--- src/rtl/hc_operand_stack.sv ---
// hc_operand_stack: parametrised operand stack with occupancy tracking and sticky overflow/underflow flags.
// Define HC_STACK_SWAP_EN to enable the SWAP op (code 110); otherwise it is a NOP.
module hc_operand_stack #(
    parameter int W              = 8,
    parameter int DEPTH          = 8,
    parameter bit DISCARD_ON_OVF = 1'b1
) (
    input  logic                       clk,
    input  logic                       nReset,
    input  logic                       op_valid,
    input  logic [2:0]                 op,
    input  logic [W-1:0]               din,
    output logic [W-1:0]               top_a,
    output logic [W-1:0]               top_b,
    output logic [W-1:0]               top_c,
    output logic [$clog2(DEPTH+1)-1:0] depth,
    output logic                       empty,
    output logic                       full,
    output logic                       zero,
    output logic                       err_ovf,
    output logic                       err_udf
);
    localparam int DW = $clog2(DEPTH + 1);
    localparam logic [DW-1:0] DMAX = DW'(DEPTH);
    logic [W-1:0] stk [DEPTH];
    logic [W-1:0] stk_n [DEPTH];
    logic [DW-1:0] depth_n;
    logic [W-1:0] push_val;
    logic ovf_n, udf_n, is_full, has1, has2;
    assign is_full  = depth == DMAX;
    assign has1     = depth >= DW'(1);
    assign has2     = depth >= DW'(2);
    assign push_val = (op == 3'b101) ? stk[0] : din;
    assign top_a    = stk[0];
    assign top_b    = stk[1];
    assign top_c    = stk[2];
    assign empty    = depth == '0;
    assign full     = is_full;
    assign zero     = stk[0] == '0;
    // Slots at or beyond depth are kept at zero, so shifts never expose stale data.
    always_comb begin
        stk_n   = stk;
        depth_n = depth;
        ovf_n   = err_ovf;
        udf_n   = err_udf;
        if (op_valid) begin
            case (op)
                3'b001, 3'b101: begin
                    if (is_full) ovf_n = 1'b1;
                    if (!is_full || DISCARD_ON_OVF) begin
                        for (int i = 1; i < DEPTH; i++) stk_n[i] = stk[i-1];
                        stk_n[0] = push_val;
                        depth_n  = is_full ? depth : depth + DW'(1);
                    end
                end
                3'b010: begin
                    if (has1) begin
                        for (int i = 0; i < DEPTH - 1; i++) stk_n[i] = stk[i+1];
                        stk_n[DEPTH-1] = '0;
                        depth_n        = depth - DW'(1);
                    end else udf_n = 1'b1;
                end
                3'b011: begin
                    stk_n[0] = din;
                    if (!has1) begin
                        depth_n = DW'(1);
                        udf_n   = 1'b1;
                    end
                end
                3'b100: begin
                    if (has2) begin
                        for (int i = 1; i < DEPTH - 1; i++) stk_n[i] = stk[i+1];
                        stk_n[DEPTH-1] = '0;
                        stk_n[0]       = din;
                        depth_n        = depth - DW'(1);
                    end else udf_n = 1'b1;
                end
`ifdef HC_STACK_SWAP_EN
                3'b110: begin
                    if (has2) begin
                        stk_n[0] = stk[1];
                        stk_n[1] = stk[0];
                    end else udf_n = 1'b1;
                end
`endif
                3'b111: begin
                    for (int i = 0; i < DEPTH; i++) stk_n[i] = '0;
                    depth_n = '0;
                    ovf_n   = 1'b0;
                    udf_n   = 1'b0;
                end
                default: ;
            endcase
        end
    end
    always_ff @(posedge clk or negedge nReset) begin
        if (!nReset) begin
            for (int i = 0; i < DEPTH; i++) stk[i] <= '0;
            depth   <= '0;
            err_ovf <= 1'b0;
            err_udf <= 1'b0;
        end else begin
            stk     <= stk_n;
            depth   <= depth_n;
            err_ovf <= ovf_n;
            err_udf <= udf_n;
        end
    end
endmodule
--- config.mk ---
export PLATFORM = sky130hd
export DESIGN_NAME = hc_operand_stack
export DESIGN_NICKNAME = d
export VERILOG_FILES = /design/src/rtl/hc_operand_stack.sv
export SDC_FILE = /design/constraint.sdc
export NUM_CORES = 1
export LEC_CHECK = 0
export ABC_CLOCK_PERIOD_IN_PS = 5600
export CORE_MARGIN = 1.5
export CORE_UTILIZATION = 60
export DETAILED_ROUTE_END_ITERATION = 12
export HOLD_SLACK_MARGIN = 0.03
export PLACE_DENSITY_LB_ADDON = 0.3
export SYNTH_ARGS = -nofsm -noshare
export SYNTH_HDL_FRONTEND = slang
export SYNTH_SLANG_ARGS = --single-unit
--- constraint.sdc ---
create_clock -name clk -period 5.6 [get_ports clk]
set_input_delay 1.12 -clock clk [delete_from_list [all_inputs] [get_ports clk]]
set_output_delay 1.12 -clock clk [all_outputs]
set_load 0.01 [all_outputs]
======== Yosys cells after proc, flatten, opt, wreduce, memory -nomap -nowiden ========
Index checks and enable logic that the tools add are counted.
cells by class
  add/subtract/negate cells ............... 2
  multiply operators ...................... 0
  divide/modulo/power cells ............... 0
  $lt $le $gt $ge ......................... 2
  equal/unequal tests ..................... 15
  shifts and indexed selects .............. 0
  multiplexer cells ....................... 15
  bitwise logic cells ..................... 0
  reductions and logical operators ........ 13
operator list
  operator               count
  $pmux W56 S4           1
  $mux W64               2
  $pmux W8 S5            1
  $pmux W4 S5            1
  $mux W4                4
  $ne A2 B2 Y1 const B   8
  $eq A3 B3 Y1 const B   3
  $logic_not A8 Y1       1
  $mux W8                1
  $reduce_and A4 Y1      2
  $eq A3 B2 Y1 const B   2
  $reduce_and A6 Y1      1
  $reduce_and A5 Y1      1
  $reduce_bool A5 Y1     1
  $add A4 B1 Y4 const B  1
  $eq A4 B4 Y1 const B   1
  $ge A4 B1 Y1 const B   1
  $ge A4 B2 Y1 const B   1
  $logic_not A4 Y1       1
  $reduce_bool A4 Y1     1
  $reduce_or A2 Y1       2
  $sub A4 B1 Y4 const B  1
  $eq A3 B1 Y1 const B   1
  $mux W1                3
  other kinds (5)        5
word-level totals
  register bits after elaboration ......... 70
  bits in latches ......................... 0
  RAM bits ................................ 0
  memory bits (read-only) ................. 0
  input port bits ......................... 14
  output and inout bits ................... 33
  logic and storage cells ................. 58
  memories ................................ 0

======== Logic depth before layout (Yosys ltp) ========
Gate-level depths: netlist (run 1).
  depth in word-level cells ............... 4
  depth in mapped cells ................... 9
  depth with buffers taken out ............ 7

======== Worst setup path after synthesis (run 1) ========
Ideal clock, no wire load.
  path type ............................... input to register
  from .................................... in op[2]
  to ...................................... reg stk[24] (netlist bit)
  library setup time ...................... 0.122 ns
  data arrival time ....................... 2.365 ns
  required time ........................... 5.478 ns
  path slack .............................. 3.114 ns
  cell stages on the path ................. 8
  path buffers ............................ 4
  cells stage by stage .................... buf_4 nand2b_1 buf_2 and2_4 o31ai_4 buf_6 buf_4 o21ai_1
on the way
  longest elaborated chain between the ends .. 4
  elaborated cells on any way between the ends .. 11
  classes of those cells .................. eq/ne (7); mux (1); reduce/logical (3)
ends and longest elaborated chain
  what                                                 line  RTL
  start: declaration                                   11    input logic [2:0] op,
  $eq A3 B3 Y1 / $eq A3 B1 Y1 (equally long branches)  47    case (op)
  $reduce_or A2 Y1                                     47
  $reduce_bool A4 Y1 (no source line)                  --
  $reduce_and A4 Y1 (no source line)                   --
  end signal: assignment                               103   stk <= stk_n;
  end: declaration                                     25    logic [W-1:0] stk [DEPTH];
Several ways; a longest one is shown, not always the timed one.
A chain may end at the register's enable or synchronous reset.

======== Final worst setup path (run 1) ========
  from .................................... in op[2]
  to ...................................... reg stk, in the netlist top_b[5]
The elaborated chain is that of the path after synthesis.

==> flow_summary.ini, run 1 <==
[outcome]
status = complete, no violations

[hold_path]
hold_start = stk[6]
hold_path.class = register to register

[drt]
drc = 0
ant_nets = 0
totalWireLength_um = 7028
wl_per_cell_um = 14.86
drt_iter0_drc = 255
firstDrtPassIters = 5
routed_via_density = 5.896
vias = 2789

[finish]
postLayoutCellArea_um2 = 4074
fin_util = 0.6881
drive_gt1_frac = 0.06533
layout.cells.most_common_list = nand2_1, dfrtp_1, a22oi_1, o21ai_1, clkdlybuf4s50_1
final_common_cell = nand2_1
n_antenna_cell = 0
area_growth_pct = 11.28
fin_nets = 412
final_cells = 473

[setup_path]
cp-startpoint = op[2]
critPathRequiredTime_ns = 5.86
r2r_slack_ns = 2.80
r2r.worst_path.cells = 8
arrival_ns = 3.84
critPathCapture = top_b[5]
cp_slowest_stage_delay_ns = 0.97
r2r_start = depth[1]
worstSetupPathType = input port to register
endpoint_kind = register
timing.rr.end = top_b[5]
crit_fanout = 56
slowest_stage = nor2_4
crit_chain = clkdlybuf4s50_1, nand2b_1, a21oi_4, buf_4, nor2_4, a22oi_1, o21ai_1
start_kind = input port

[place]
io_buffers = 46
dp_hpwl_um = 4375
placed_area_um2 = 3852
pre_cts_slack_ns = 1.691
globalplace.congestion = 0.8216
dp_cells = 457

[pwr]
p_leak_nw = 1.651
power_mw = 1.690
p_per_area_nw_per_um2 = 414.8
peakVddDrop_uv = 255.1

[synthesis]
synthTopCellsByArea = dfrtp_1, a22oi_1, nand2_1
synthesis.area_um2 = 3661
yosysWarnings = 0
yosysTopAreaCellShare = 0.4785
syn_inst = 387
synth_area_per_cell_um2 = 9.460
synth_seq_area_share = 0.4785
synth_top_area_cell = dfrtp_1
synth_ff_type = dfrtp_1
syn-num-nets = 406
ys_async_sr_fraction = 1.000
synth_cell_type_count = 39
yosys_register_bits = 70
synth_edf_count = 0

[floorplanning]
start_util = 0.6183
io_pins = 47
num_rows = 28
die_h_um = 81.12
die_area_um2 = 6580
core_um2 = 5921
fp.dieW_um = 81.12

[clock_tree]
cts_buffers = 9
htreeDepth = 3
clk_pin_slew_ns = 0.08
cts_tree = done
post_cts_buffers = 0
hold_buffers = 0
cts_sinks = 70
clkLatencyLatePin_ns = 0.35
clockRootBuffer = clkbuf_8
cts_max_path_buffers = 2
post_cts_resized = 0

[sta]
rsz0062_at_grt = false
fin_ws_ns = 2.023
hold_viol_final = 0
setup_viol = 0
worst_pin_slew_ns = 1.188
hold_ws_ns = 0.5002
max_freq_mhz = 279.5
period_minus_slack_ns = 3.577
maxSlewViolCount = 0
relSlewSlack = 0.2058
setup_tns_ns = 0
final.period_utilization = 0.6388
skew_ns = 0.01095

[global_route]
antenna_found_initial = 0
grt_use_total = 0.2320
grt_pass1_vias = 2325
grt_max_degree = 113
grt-ovfl-total = 0
grt_pass1_wl_um = 11530

[run]
drv_cap = 0
[Yosys cell counts, drive strengths merged (2+ instances only)]
cell,count
and2,3
dfrtp,70
nor4,2
ha,5
and3,2
xnor2,2
or4,2
o2bb2ai,2
nand2b,2
o21ai,68
a31oi,2
nor2,9
inv,6
clkbuf,8
a21oi,8
a22oi,57
nand2,77
mux2i,2
nor3,3
buf,46
[worst max-delay path, delay by kind of cell]
kind | cells | cell delay (ns)
buffers and inverters | 2 | 0.91
AOI/OAI and AO/OA | 3 | 0.47
and+or+nand+nor | 2 | 1.32
[flip-flops by register name (all words and copies together), names as in the netlist]
signal and count:
depth 4, err_ovf 1, err_udf 1, stk 40, top_a 8, top_b 8, top_c 8
[cell families (layout without fill, tap and decap cells)]
family / after synthesis / after routing / share of synthesized area
adders and majority gates: 5 / 5 / 0.01709
buffers and inverters: 60 / 71 / 0.1121
AOI/OAI and AO/OA: 144 / 144 / 0.2526
and+or+nand+nor: 104 / 104 / 0.1295
DFF: 70 / 70 / 0.4785
xor gates and xnor gates: 2 / 2 / 0.004786
muxes: 2 / 2 / 0.005468
[worst min-delay path by stage]
stage | to | slack (ns) | depth (start not counted)
after floorplan | stk[0] | 0.45 | 2
after global placement | stk[6] | 0.47 | 2
after detailed placement | stk[7] | 0.49 | 2
after CTS | stk[7] | 0.50 | 2
after global routing | stk[6] | 0.52 | 2
final | stk[6] | 0.50 | 2
[metal layers]
metal | wire length, µm | vias to the layer above | track usage
met4 | 78 | 0 | 0.09310
met1 | 3509 | 1349 | 0.3564
li1 | - | 1356 | -
met3 | 386 | 7 | 0.06517
met2 | 3054 | 77 | 0.3050
met5 | 0 | - | 0
[power breakdown]
group	leakage [nW]	internal (mW)	switching [mW]	total, mW
combinational	0.607	0.243	0.226	0.469
sequential	0.936	0.620	0.147	0.767
clock	0.107	0.255	0.199	0.454
total	1.65	1.12	0.572	1.69
[area by class of cell]
class	instances	area (µm²)
multi-input combinational	257	1506
clock buffer	10	127.6
sequential	70	1752
tap	75	93.84
fill	445	1847
timing repair buffer	49	478.0
inverter	6	22.52
clock inverter	6	93.84
Power figures use the tool's default switching activity.
==> run 2: changes to the inputs <==
--- a/config.mk
+++ b/config.mk
@@ -5,9 +5,9 @@
 export SDC_FILE = /design/constraint.sdc
 export NUM_CORES = 1
 export LEC_CHECK = 0
-export ABC_CLOCK_PERIOD_IN_PS = 5600
+export ABC_CLOCK_PERIOD_IN_PS = 3000
 export CORE_MARGIN = 1.5
-export CORE_UTILIZATION = 60
+export CORE_UTILIZATION = 50
 export DETAILED_ROUTE_END_ITERATION = 12
 export HOLD_SLACK_MARGIN = 0.03
 export PLACE_DENSITY_LB_ADDON = 0.3
==> constraint.sdc (replaced) <==
create_clock -name clk -period 3 [get_ports clk]
set_input_delay 0.6 -clock clk [delete_from_list [all_inputs] [get_ports clk]]
set_output_delay 0.6 -clock clk [all_outputs]
set_load 0.01 [all_outputs]
==> flow_summary.ini, run 2 (synthesis gave the netlist of run 1 again) <==
[finish]
fin_nets = 415
layout.cells.most_common_list = nand2_1, dfrtp_1, a22oi_1, o21ai_1, clkdlybuf4s50_1
largest_reg_flops = 40
fillers = 614
n_antenna_cell = 0
area_growth_pct = 13.74
drive_gt1_frac = 0.07232
largest-register = stk
final_common_cell = nand2_1

[floorplanning]
die_area_um2 = 7845
fp.dieW_um = 88.57
io_pins = 47
start_util = 0.5102
core_um2 = 7176
num_rows = 31
die_h_um = 88.57

[drt]
firstDrtPassIters = 5
drc = 0
vias = 2730
drt_iter0_drc = 250
ant_nets = 0
wl_per_cell_um = 14.13
routed_via_density = 5.460
totalWireLength_um = 7066

[clock_tree]
post_cts_buffers = 0
htreeDepth = 3
clkLatencyLatePin_ns = 0.35
cts_tree = done
post_cts_resized = 0
clockRootBuffer = clkbuf_8
clk_pin_slew_ns = 0.08
cts_buffers = 9
cts_sinks = 70
cts_max_path_buffers = 2
hold_buffers = 0

[setup_path]
worstSetupPathType = register to primary output
crit_chain = inv_1, ha_1, nand2_1, nor2_1, clkdlybuf4s50_1
crit_fanout = 9
r2r_slack_ns = 0.63
slowest_stage = clkdlybuf4s50_1
cp_slowest_stage_delay_ns = 0.56
crit_family = buffers and inverters
start_kind = register
arrival_ns = 2.00
critPathRequiredTime_ns = 2.40
crit_buf_inv = 2
endpoint_kind = primary output

[outcome]
status = complete, no violations

[sta]
maxSlewViolCount = 0
worst_pin_slew_ns = 0.6725
rsz0062_at_grt = false
hold_viol_final = 0
relSlewSlack = 0.5517
setup_viol = 0
final.period_utilization = 0.8664
period_minus_slack_ns = 2.599
max_freq_mhz = 384.7
skew_ns = 0.01440
setup_tns_ns = 0
fin_ws_ns = 0.4007

[hold_path]
hold_path.class = input port to async pin

[pwr]
p_leak_nw = 1.680
p_per_area_nw_per_um2 = 760.2
peakVddDrop_uv = 361.7

[global_route]
busiest_layer = met1
grt_use_total = 0.1990
grtUsageMet2 = 0.2568
grt_use_met1 = 0.3156
antenna_found_initial = 0
grt-ovfl-total = 0
grt_max_degree = 113
grt_pass1_vias = 2483
grt_pass1_wl_um = 12230
grt_util_met3 = 0.04478

[run]
drv_cap = 0

[place]
io_buffers = 46
pre_cts_slack_ns = 0.3483
globalplace.congestion = 0.7578
dp_hpwl_um = 4481
run 2: cell types whose count changed in the layout (fill, tap and decap cells not counted), sizes merged:
cell | before | now
clkinv | 1 | 2
inv | 8 | 7
buf | 4 | 7
run 2: final cells by class:
class | instances | area [µm²] | share of cell area
clock buffer | 10 | 127.6 | 0.03065
clock inverter | 6 | 93.84 | 0.02254
inverter | 6 | 22.52 | 0.005409
multi-input combinational | 257 | 1506 | 0.3618
sequential | 70 | 1752 | 0.4207
tap | 99 | 123.9 | 0.02975
timing repair buffer | 52 | 538.0 | 0.1292
run 2: report_power, final:
group | switching [mW] | internal [mW]
registers | 0.271 | 1.16
clock network | 0.372 | 0.474
logic | 0.424 | 0.467
total | 1.07 | 2.10
run 2: layer usage:
metal  share of wire  wire length, µm  up-vias
met5               0                0        -
met4           0.015              104        0
met3           0.054              380        9
met2            0.42             2998       71
met1            0.51             3583     1280
li1                -                -     1370
run 2: metrics by stage:
stage               instances  utilization  hold WS (ns)  area, µm²  power [mW]
floorplan                 387            -        0.3044       3661       2.068
global placement          484       0.5494        0.4709       3943       2.295
global route              500       0.5803        0.3419       4164       3.375
CTS                       500       0.5803        0.3084       4164       3.187
detailed placement        484       0.5494        0.4824       3943       2.336
finish                    500       0.5803        0.2923       4164       3.165
run 2: final timing paths:
check	depth (start not counted)	start	endpoint
setup / recovery	5	depth[1]	full
hold / removal	1	nReset	stk[6]
setup reg to reg	7	depth[1]	stk[2]
hold reg to reg	2	stk[7]	stk[7]
max in group asynchronous	2	nReset	stk[39]
min in group clk	2	stk[7]	stk[7]
